File: src/rtl/exception_unit_if.sv
// Pipeline/CP0 side of the exception unit: commit-stage fault flags in,
// CP0 capture strobes and flush/redirect control out.
interface exception_unit_if;
    logic        commit_valid;
    logic [31:0] commit_pc;
    logic        in_delay;
    logic        f_adel_if;
    logic        f_ri;
    logic        f_sys;
    logic        f_bp;
    logic        f_ov;
    logic        f_adel_mem;
    logic        f_ades_mem;
    logic [31:0] vaddr_mem;
    logic        eret;
    logic [5:0]  irq;
    logic [31:0] status_in;
    logic [31:0] epc_in;
    logic        except;
    logic [31:0] pc;
    logic [31:0] cause;
    logic [31:0] state;
    logic [31:0] badAddress;
    logic        status_we;
    logic [31:0] status_wdata;
    logic        flush;
    logic        redirect;
    logic [31:0] redirect_pc;

    modport slave (
        input  commit_valid, commit_pc, in_delay,
        input  f_adel_if, f_ri, f_sys, f_bp, f_ov, f_adel_mem, f_ades_mem,
        input  vaddr_mem, eret, irq, status_in, epc_in,
        output except, pc, cause, state, badAddress,
        output status_we, status_wdata, flush, redirect, redirect_pc
    );

    modport master (
        output commit_valid, commit_pc, in_delay,
        output f_adel_if, f_ri, f_sys, f_bp, f_ov, f_adel_mem, f_ades_mem,
        output vaddr_mem, eret, irq, status_in, epc_in,
        input  except, pc, cause, state, badAddress,
        input  status_we, status_wdata, flush, redirect, redirect_pc
    );
endinterface

File: src/rtl/exception_unit.sv
// Picks one exception/interrupt winner at the MEM commit point, captures it for CP0,
// then holds flush and redirects to the vector (or to EPC on ERET).
module exception_unit #(
    parameter logic [31:0] VECTOR       = 32'hBFC0_0380,
    parameter int          FLUSH_CYCLES = 3
) (
    input  logic CLK,
    input  logic RST,
    exception_unit_if.slave bus
);
    localparam int CW = (FLUSH_CYCLES > 1) ? $clog2(FLUSH_CYCLES) : 1;

    typedef enum logic [1:0] {IDLE, EXC, RET} fsm_t;

    fsm_t        state_reg, state_next;
    logic [CW-1:0] cnt_reg, cnt_next;
    logic        last_cycle;
    logic [5:0]  irq_meta_reg, irq_sync_reg;
    logic        exl_reg;
    logic        int_req;
    logic        exc_req;
    logic [4:0]  exc_code;
    logic [31:0] bad_next;
    logic        bd;

    logic [31:0] pc_reg, cause_reg, state_out_reg, bad_reg, status_wdata_reg, redirect_pc_reg;

    always_ff @(posedge CLK or negedge RST) begin
        if (!RST) begin
            irq_meta_reg <= '0;
            irq_sync_reg <= '0;
        end else begin
            irq_meta_reg <= bus.irq;
            irq_sync_reg <= irq_meta_reg;
        end
    end

    // exl_reg covers the window before CP0's Status reflects the EXL we just requested.
    assign int_req = (|(irq_sync_reg & bus.status_in[15:10])) & bus.status_in[0]
                   & ~(bus.status_in[1] | exl_reg);
    assign bd      = bus.commit_valid & bus.in_delay;

    always_comb begin
        exc_req  = 1'b0;
        exc_code = 5'd0;
        bad_next = 32'h0;
        if (int_req) begin
            exc_req  = 1'b1;
            exc_code = 5'd0;
        end else if (bus.commit_valid) begin
            if (bus.f_adel_if) begin
                exc_req = 1'b1; exc_code = 5'd4;  bad_next = bus.commit_pc;
            end else if (bus.f_ri) begin
                exc_req = 1'b1; exc_code = 5'd10;
            end else if (bus.f_sys) begin
                exc_req = 1'b1; exc_code = 5'd8;
            end else if (bus.f_bp) begin
                exc_req = 1'b1; exc_code = 5'd9;
            end else if (bus.f_ov) begin
                exc_req = 1'b1; exc_code = 5'd12;
            end else if (bus.f_adel_mem) begin
                exc_req = 1'b1; exc_code = 5'd4;  bad_next = bus.vaddr_mem;
            end else if (bus.f_ades_mem) begin
                exc_req = 1'b1; exc_code = 5'd5;  bad_next = bus.vaddr_mem;
            end
        end
    end

    always_ff @(posedge CLK or negedge RST) begin
        if (!RST) begin
            state_reg <= IDLE;
            cnt_reg   <= '0;
        end else begin
            state_reg <= state_next;
            cnt_reg   <= cnt_next;
        end
    end

    assign last_cycle = (cnt_reg == CW'(FLUSH_CYCLES - 1));

    always_comb begin
        state_next = state_reg;
        cnt_next   = cnt_reg;
        case (state_reg)
            IDLE: begin
                cnt_next = '0;
                if (exc_req)
                    state_next = EXC;
                else if (bus.commit_valid && bus.eret)
                    state_next = RET;
            end
            default: begin
                if (last_cycle) begin
                    state_next = IDLE;
                    cnt_next   = '0;
                end else begin
                    cnt_next = cnt_reg + CW'(1);
                end
            end
        endcase
    end

    always_comb begin
        bus.except    = (state_reg == EXC) && (cnt_reg == '0);
        bus.status_we = (state_reg == RET) && (cnt_reg == '0);
        bus.flush     = (state_reg != IDLE);
        bus.redirect  = (state_reg != IDLE) && last_cycle;
    end

    // Capture data is only loaded on the IDLE exit edge, so it holds between strobes.
    always_ff @(posedge CLK or negedge RST) begin
        if (!RST) begin
            exl_reg          <= 1'b0;
            pc_reg           <= '0;
            cause_reg        <= '0;
            state_out_reg    <= '0;
            bad_reg          <= '0;
            status_wdata_reg <= '0;
            redirect_pc_reg  <= '0;
        end else if (state_reg == IDLE) begin
            if (exc_req) begin
                exl_reg         <= 1'b1;
                pc_reg          <= bd ? (bus.commit_pc - 32'd4) : bus.commit_pc;
                cause_reg       <= {bd, 15'b0, irq_sync_reg, 3'b0, exc_code, 2'b0};
                state_out_reg   <= bus.status_in | 32'h2;
                bad_reg         <= bad_next;
                redirect_pc_reg <= VECTOR;
            end else if (bus.commit_valid && bus.eret) begin
                exl_reg          <= 1'b0;
                status_wdata_reg <= bus.status_in & ~32'h2;
                redirect_pc_reg  <= bus.epc_in;
            end
        end
    end

    assign bus.pc           = pc_reg;
    assign bus.cause        = cause_reg;
    assign bus.state        = state_out_reg;
    assign bus.badAddress   = bad_reg;
    assign bus.status_wdata = status_wdata_reg;
    assign bus.redirect_pc  = redirect_pc_reg;
endmodule

File: src/flat_wrapper.sv
// flat-port wrapper written by rule: the top's interface ports become plain ports
module exception_unit_flat 
#(
    parameter logic [31:0] VECTOR       = 32'hBFC0_0380,
    parameter int          FLUSH_CYCLES = 3
)
  (CLK, RST, bus_commit_valid, bus_commit_pc, bus_in_delay, bus_f_adel_if, bus_f_ri, bus_f_sys, bus_f_bp, bus_f_ov, bus_f_adel_mem, bus_f_ades_mem, bus_vaddr_mem, bus_eret, bus_irq, bus_status_in, bus_epc_in, bus_except, bus_pc, bus_cause, bus_state, bus_badAddress, bus_status_we, bus_status_wdata, bus_flush, bus_redirect, bus_redirect_pc);
  exception_unit_if bus_i ();
  input  logic CLK;
  input  logic RST;
  input wire logic [$bits(bus_i.commit_valid)-1:0] bus_commit_valid;
  input wire logic [$bits(bus_i.commit_pc)-1:0] bus_commit_pc;
  input wire logic [$bits(bus_i.in_delay)-1:0] bus_in_delay;
  input wire logic [$bits(bus_i.f_adel_if)-1:0] bus_f_adel_if;
  input wire logic [$bits(bus_i.f_ri)-1:0] bus_f_ri;
  input wire logic [$bits(bus_i.f_sys)-1:0] bus_f_sys;
  input wire logic [$bits(bus_i.f_bp)-1:0] bus_f_bp;
  input wire logic [$bits(bus_i.f_ov)-1:0] bus_f_ov;
  input wire logic [$bits(bus_i.f_adel_mem)-1:0] bus_f_adel_mem;
  input wire logic [$bits(bus_i.f_ades_mem)-1:0] bus_f_ades_mem;
  input wire logic [$bits(bus_i.vaddr_mem)-1:0] bus_vaddr_mem;
  input wire logic [$bits(bus_i.eret)-1:0] bus_eret;
  input wire logic [$bits(bus_i.irq)-1:0] bus_irq;
  input wire logic [$bits(bus_i.status_in)-1:0] bus_status_in;
  input wire logic [$bits(bus_i.epc_in)-1:0] bus_epc_in;
  output wire logic [$bits(bus_i.except)-1:0] bus_except;
  output wire logic [$bits(bus_i.pc)-1:0] bus_pc;
  output wire logic [$bits(bus_i.cause)-1:0] bus_cause;
  output wire logic [$bits(bus_i.state)-1:0] bus_state;
  output wire logic [$bits(bus_i.badAddress)-1:0] bus_badAddress;
  output wire logic [$bits(bus_i.status_we)-1:0] bus_status_we;
  output wire logic [$bits(bus_i.status_wdata)-1:0] bus_status_wdata;
  output wire logic [$bits(bus_i.flush)-1:0] bus_flush;
  output wire logic [$bits(bus_i.redirect)-1:0] bus_redirect;
  output wire logic [$bits(bus_i.redirect_pc)-1:0] bus_redirect_pc;
  assign bus_i.commit_valid = bus_commit_valid;
  assign bus_i.commit_pc = bus_commit_pc;
  assign bus_i.in_delay = bus_in_delay;
  assign bus_i.f_adel_if = bus_f_adel_if;
  assign bus_i.f_ri = bus_f_ri;
  assign bus_i.f_sys = bus_f_sys;
  assign bus_i.f_bp = bus_f_bp;
  assign bus_i.f_ov = bus_f_ov;
  assign bus_i.f_adel_mem = bus_f_adel_mem;
  assign bus_i.f_ades_mem = bus_f_ades_mem;
  assign bus_i.vaddr_mem = bus_vaddr_mem;
  assign bus_i.eret = bus_eret;
  assign bus_i.irq = bus_irq;
  assign bus_i.status_in = bus_status_in;
  assign bus_i.epc_in = bus_epc_in;
  assign bus_except = bus_i.except;
  assign bus_pc = bus_i.pc;
  assign bus_cause = bus_i.cause;
  assign bus_state = bus_i.state;
  assign bus_badAddress = bus_i.badAddress;
  assign bus_status_we = bus_i.status_we;
  assign bus_status_wdata = bus_i.status_wdata;
  assign bus_flush = bus_i.flush;
  assign bus_redirect = bus_i.redirect;
  assign bus_redirect_pc = bus_i.redirect_pc;
  exception_unit #(.VECTOR(VECTOR), .FLUSH_CYCLES(FLUSH_CYCLES)) u_core (.CLK(CLK), .RST(RST), .bus(bus_i));
endmodule
File: config.mk
export PLATFORM = sky130hd
export DESIGN_NAME = exception_unit_flat
export DESIGN_NICKNAME = d
export VERILOG_FILES = /design/src/rtl/exception_unit_if.sv /design/src/rtl/exception_unit.sv /design/src/flat_wrapper.sv
export SDC_FILE = /design/constraint.sdc
export NUM_CORES = 1
export LEC_CHECK = 0
export CELL_PAD_IN_SITES_DETAIL_PLACEMENT = 1
export CELL_PAD_IN_SITES_GLOBAL_PLACEMENT = 1
export CORE_ASPECT_RATIO = 0.9
export CORE_MARGIN = 2
export CORE_UTILIZATION = 36
export DETAILED_ROUTE_END_ITERATION = 6
export MAX_ROUTING_LAYER = met4
export PLACE_DENSITY = 0.93
export SLEW_MARGIN = 20
export SYNTH_ARGS = -nofsm -noshare
export SYNTH_HDL_FRONTEND = slang
export SYNTH_SLANG_ARGS = --single-unit
File: constraint.sdc
create_clock -name CLK -period 5.7 [get_ports CLK]
set_input_delay 0.855 -clock CLK [delete_from_list [all_inputs] [get_ports CLK]]
set_output_delay 0.855 -clock CLK [all_outputs]
set_load 0.1 [all_outputs]
==> flow_metrics.tcl <==
set metrics [dict create \
    start_util_pct 36.8 \
    antenna_left 0 \
    clock-root-buffer "clkbuf_16" \
    layout-drive-gt1-share_pct 15.6 \
    globalRoute.totalOverflow 0 \
    clk_pin_slew_worst_paths_ps 70 \
    io_pins 342 \
    fp.dieArea_sq_mm 0.0234 \
    cp_slowest_cell "clkdlybuf4s50_1" \
    tightest_slew_ps 1100 \
    hpwl_microns 19200 \
    grtUsageTotal_pct 22.8 \
    critPathArrivalTime_ps 2530 \
    r2r_cells 6 \
    timing.final.crit_share_pct 59.4 \
    clk_latency_ps 430 \
    p_int_w 0.00343 \
    cp_max_fo 4 \
    antenna_found_initial 0 \
    ys_warn_count 0 \
    grt_max_degree 112 \
    drc 0 \
    place.gp.congestion 0.851 \
    htree_levels 4 \
    viasPerCell 5.11 \
    rsz0062_at_grt "no" \
    hold_depth 0 \
    synth_common_cells "dfrtp_1, mux2_2, a22oi_1, o2bb2ai_1, mux2_4" \
    synth-edff-count 0 \
    fmax_mhz 295 \
    fin_crit_ps 3390 \
    finalClockSkew_ps 10.6 \
    setup_violations 0 \
    num_rows 51 \
    grt_pass1_wl_microns 39700 \
    postCtsHoldBufs 0 \
    io_buffers 319 \
    p_leak_nw 4.99 \
    num_vias 6110 \
    die_y_microns 145 \
    yosys_register_bits 187 \
    drt_pre_antenna_iters 4 \
    nNetsFinal 1038 \
    syn_avg_cell_area_sq_um 13.8 \
    async_flop_share_pct 100 \
    seq_area_frac_synth_pct 58.5 \
    max_cap_viol_count 0 \
    crit_type "reg2out" \
    synthDistinctLibCells 46 \
    outcome "finished clean" \
    synth.largest_area_cell "dfrtp_1" \
    wl_per_cell_microns 21.7 \
    drtIter0Drc 331 \
    critPathMaxStageDelay_ps 1230 \
    cp-start-kind "flip-flop" \
    p_per_area_mw_per_mm2 659 \
    syn_inst 578 \
    cp-end-kind "output port" \
    coreArea_sq_mm 0.0218 \
    syn_area_sq_mm 0.00800 \
    antenna_cells 0 \
    ir_drop_uv 538 \
    crit_chain "nor4b_1 -> clkdlybuf4s50_1" \
    hold_viol_final 0 \
    pwr-share-seq_pct 25.2 \
    post-synth-top-area-fraction_pct 58.5 \
    hp-class "reg2reg" \
    slew_violations 0 \
    post_cts_resized 0 \
    net-switching-power_w 0.00443 \
    routed_wl_microns 25900 \
    p_sw_share_pct 56.4 \
    fin_area_sq_mm 0.0119 \
    grt_pass1_vias 6860 \
    cts_tree "done" \
    cts_made_buffers 17 \
    combPwrFrac_pct 60.2 \
    dpl-instance-area_sq_mm 0.0114 \
    fin_setup_tns_ps 0 \
    yosysMostFrequentCell "dfrtp_1" \
    die_w_microns 161 \
    ys_top_cells_by_area "dfrtp_1, mux2_2, mux2_4, o2bb2ai_1, a22oi_1" \
    synthToLayoutAreaGrowth_pct 49.1 \
    cp.required_ps 4850 \
    p_total_w 0.00787 \
    post-cts-setup-buffer-count 0 \
    ys.flop_type "dfrtp_1" \
    clkPwrFrac_pct 14.6 \
    max-clock-path-buffers 2 \
    maxSlewHeadroom_pct 26.1 \
    clkSinkCount 187 \
]
worst max-delay path: cells and delay by family, from the launching register on:
kind	cells	cell delay [ps]
buffers and inverters	1	1230
flip-flops	1	440
AND/OR/NAND/NOR	1	430
metrics by stage:
stage | hold WS [ps] | setup slack [ps] | cells | utilization, %
after floorplan | 331 | 1260 | 599 | -
after global placement | 331 | 2080 | 1163 | 52.2
after detailed placement | 336 | 1990 | 1163 | 52.2
after CTS | 353 | 2280 | 1195 | 54.8
after global routing | 355 | 2180 | 1195 | 54.8
final | 354 | 2310 | 1195 | 54.8
path summary, 6_finish.rpt:
check / start / end / slack (ps)
setup / recovery: u_core.state_reg[0]$_DFFE_PN0P_ / bus_status_we / 2310
hold / removal: u_core.irq_meta_reg[0]$_DFF_PN0_ / u_core.irq_sync_reg[0]$_DFF_PN0_ / 350
setup reg to reg: u_core.irq_sync_reg[4]$_DFF_PN0_ / u_core.bus.status_wdata[4]$_DFFE_PN0P_ / 3060
hold reg to reg: u_core.irq_meta_reg[0]$_DFF_PN0_ / u_core.irq_sync_reg[0]$_DFF_PN0_ / 350
max in group asynchronous: RST / u_core.state_reg[1]$_DFFE_PN0P_ / 4240
min in group asynchronous: RST / u_core.bus.badAddress[17]$_DFFE_PN0P_ / 410
cell type report:
cell class,count,area (sq um)
clock buffer,18,429
clock inverter,14,135
fill,2147,9830
inverter,5,18.8
multi-input combinational,353,3030
sequential,187,4680
tap,291,364
timing repair buffer,327,3270
cell families after synthesis:
| group | after synthesis | synth area share [%] |
|---|---|---|
| compound gates | 114 | 11.7 |
| other cells | 1 | 0.0469 |
| xor+xnor | 28 | 3.06 |
| mux | 101 | 15.5 |
| simple gates | 87 | 6.24 |
| fa+ha+maj | 1 | 0.156 |
| buf+inv | 59 | 4.81 |
| flops | 187 | 58.5 |
power by group through the flow:
stage	combinational [W]	clock (W)	sequential, W
3_3_place_gp	0.00470	0	0.00197
6_report	0.00473	0.00115	0.00198
3_5_place_dp	0.00476	0	0.00200
5_1_grt	0.00485	0.00123	0.00204
2_1_floorplan	0.000793	0	0.00475
4_1_cts	0.00477	0.00118	0.00199
per-layer routing:
metal	global-route usage [%]	routed length (microns)	vias up	share of wire [%]
met2	39.4	13300	267	51
met5	-	0	-	0
met1	25.4	10100	3102	39
met4	6.16	483	0	1.9
li1	-	-	2708	-
met3	7.38	1990	33	7.7
cell usage in the layout (no fill, tap or decap), types with 15 or more instances in the layout:
| cell type | netlist | final |
|---|---|---|
| clkdlybuf4s50_1 | 0 | 318 |
| dfrtp_1 | 187 | 187 |
| mux2_2 | 62 | 62 |
| a22oi_1 | 35 | 35 |
| o2bb2ai_1 | 33 | 33 |
| mux2_4 | 28 | 28 |
| a22o_1 | 23 | 23 |
| conb_1 | 1 | 22 |
| xor2_1 | 20 | 20 |
| nor3_1 | 19 | 18 |
| clkbuf_16 | 0 | 17 |
| nand2_1 | 15 | 15 |
No activity file was read; power rests on OpenSTA's default activity.
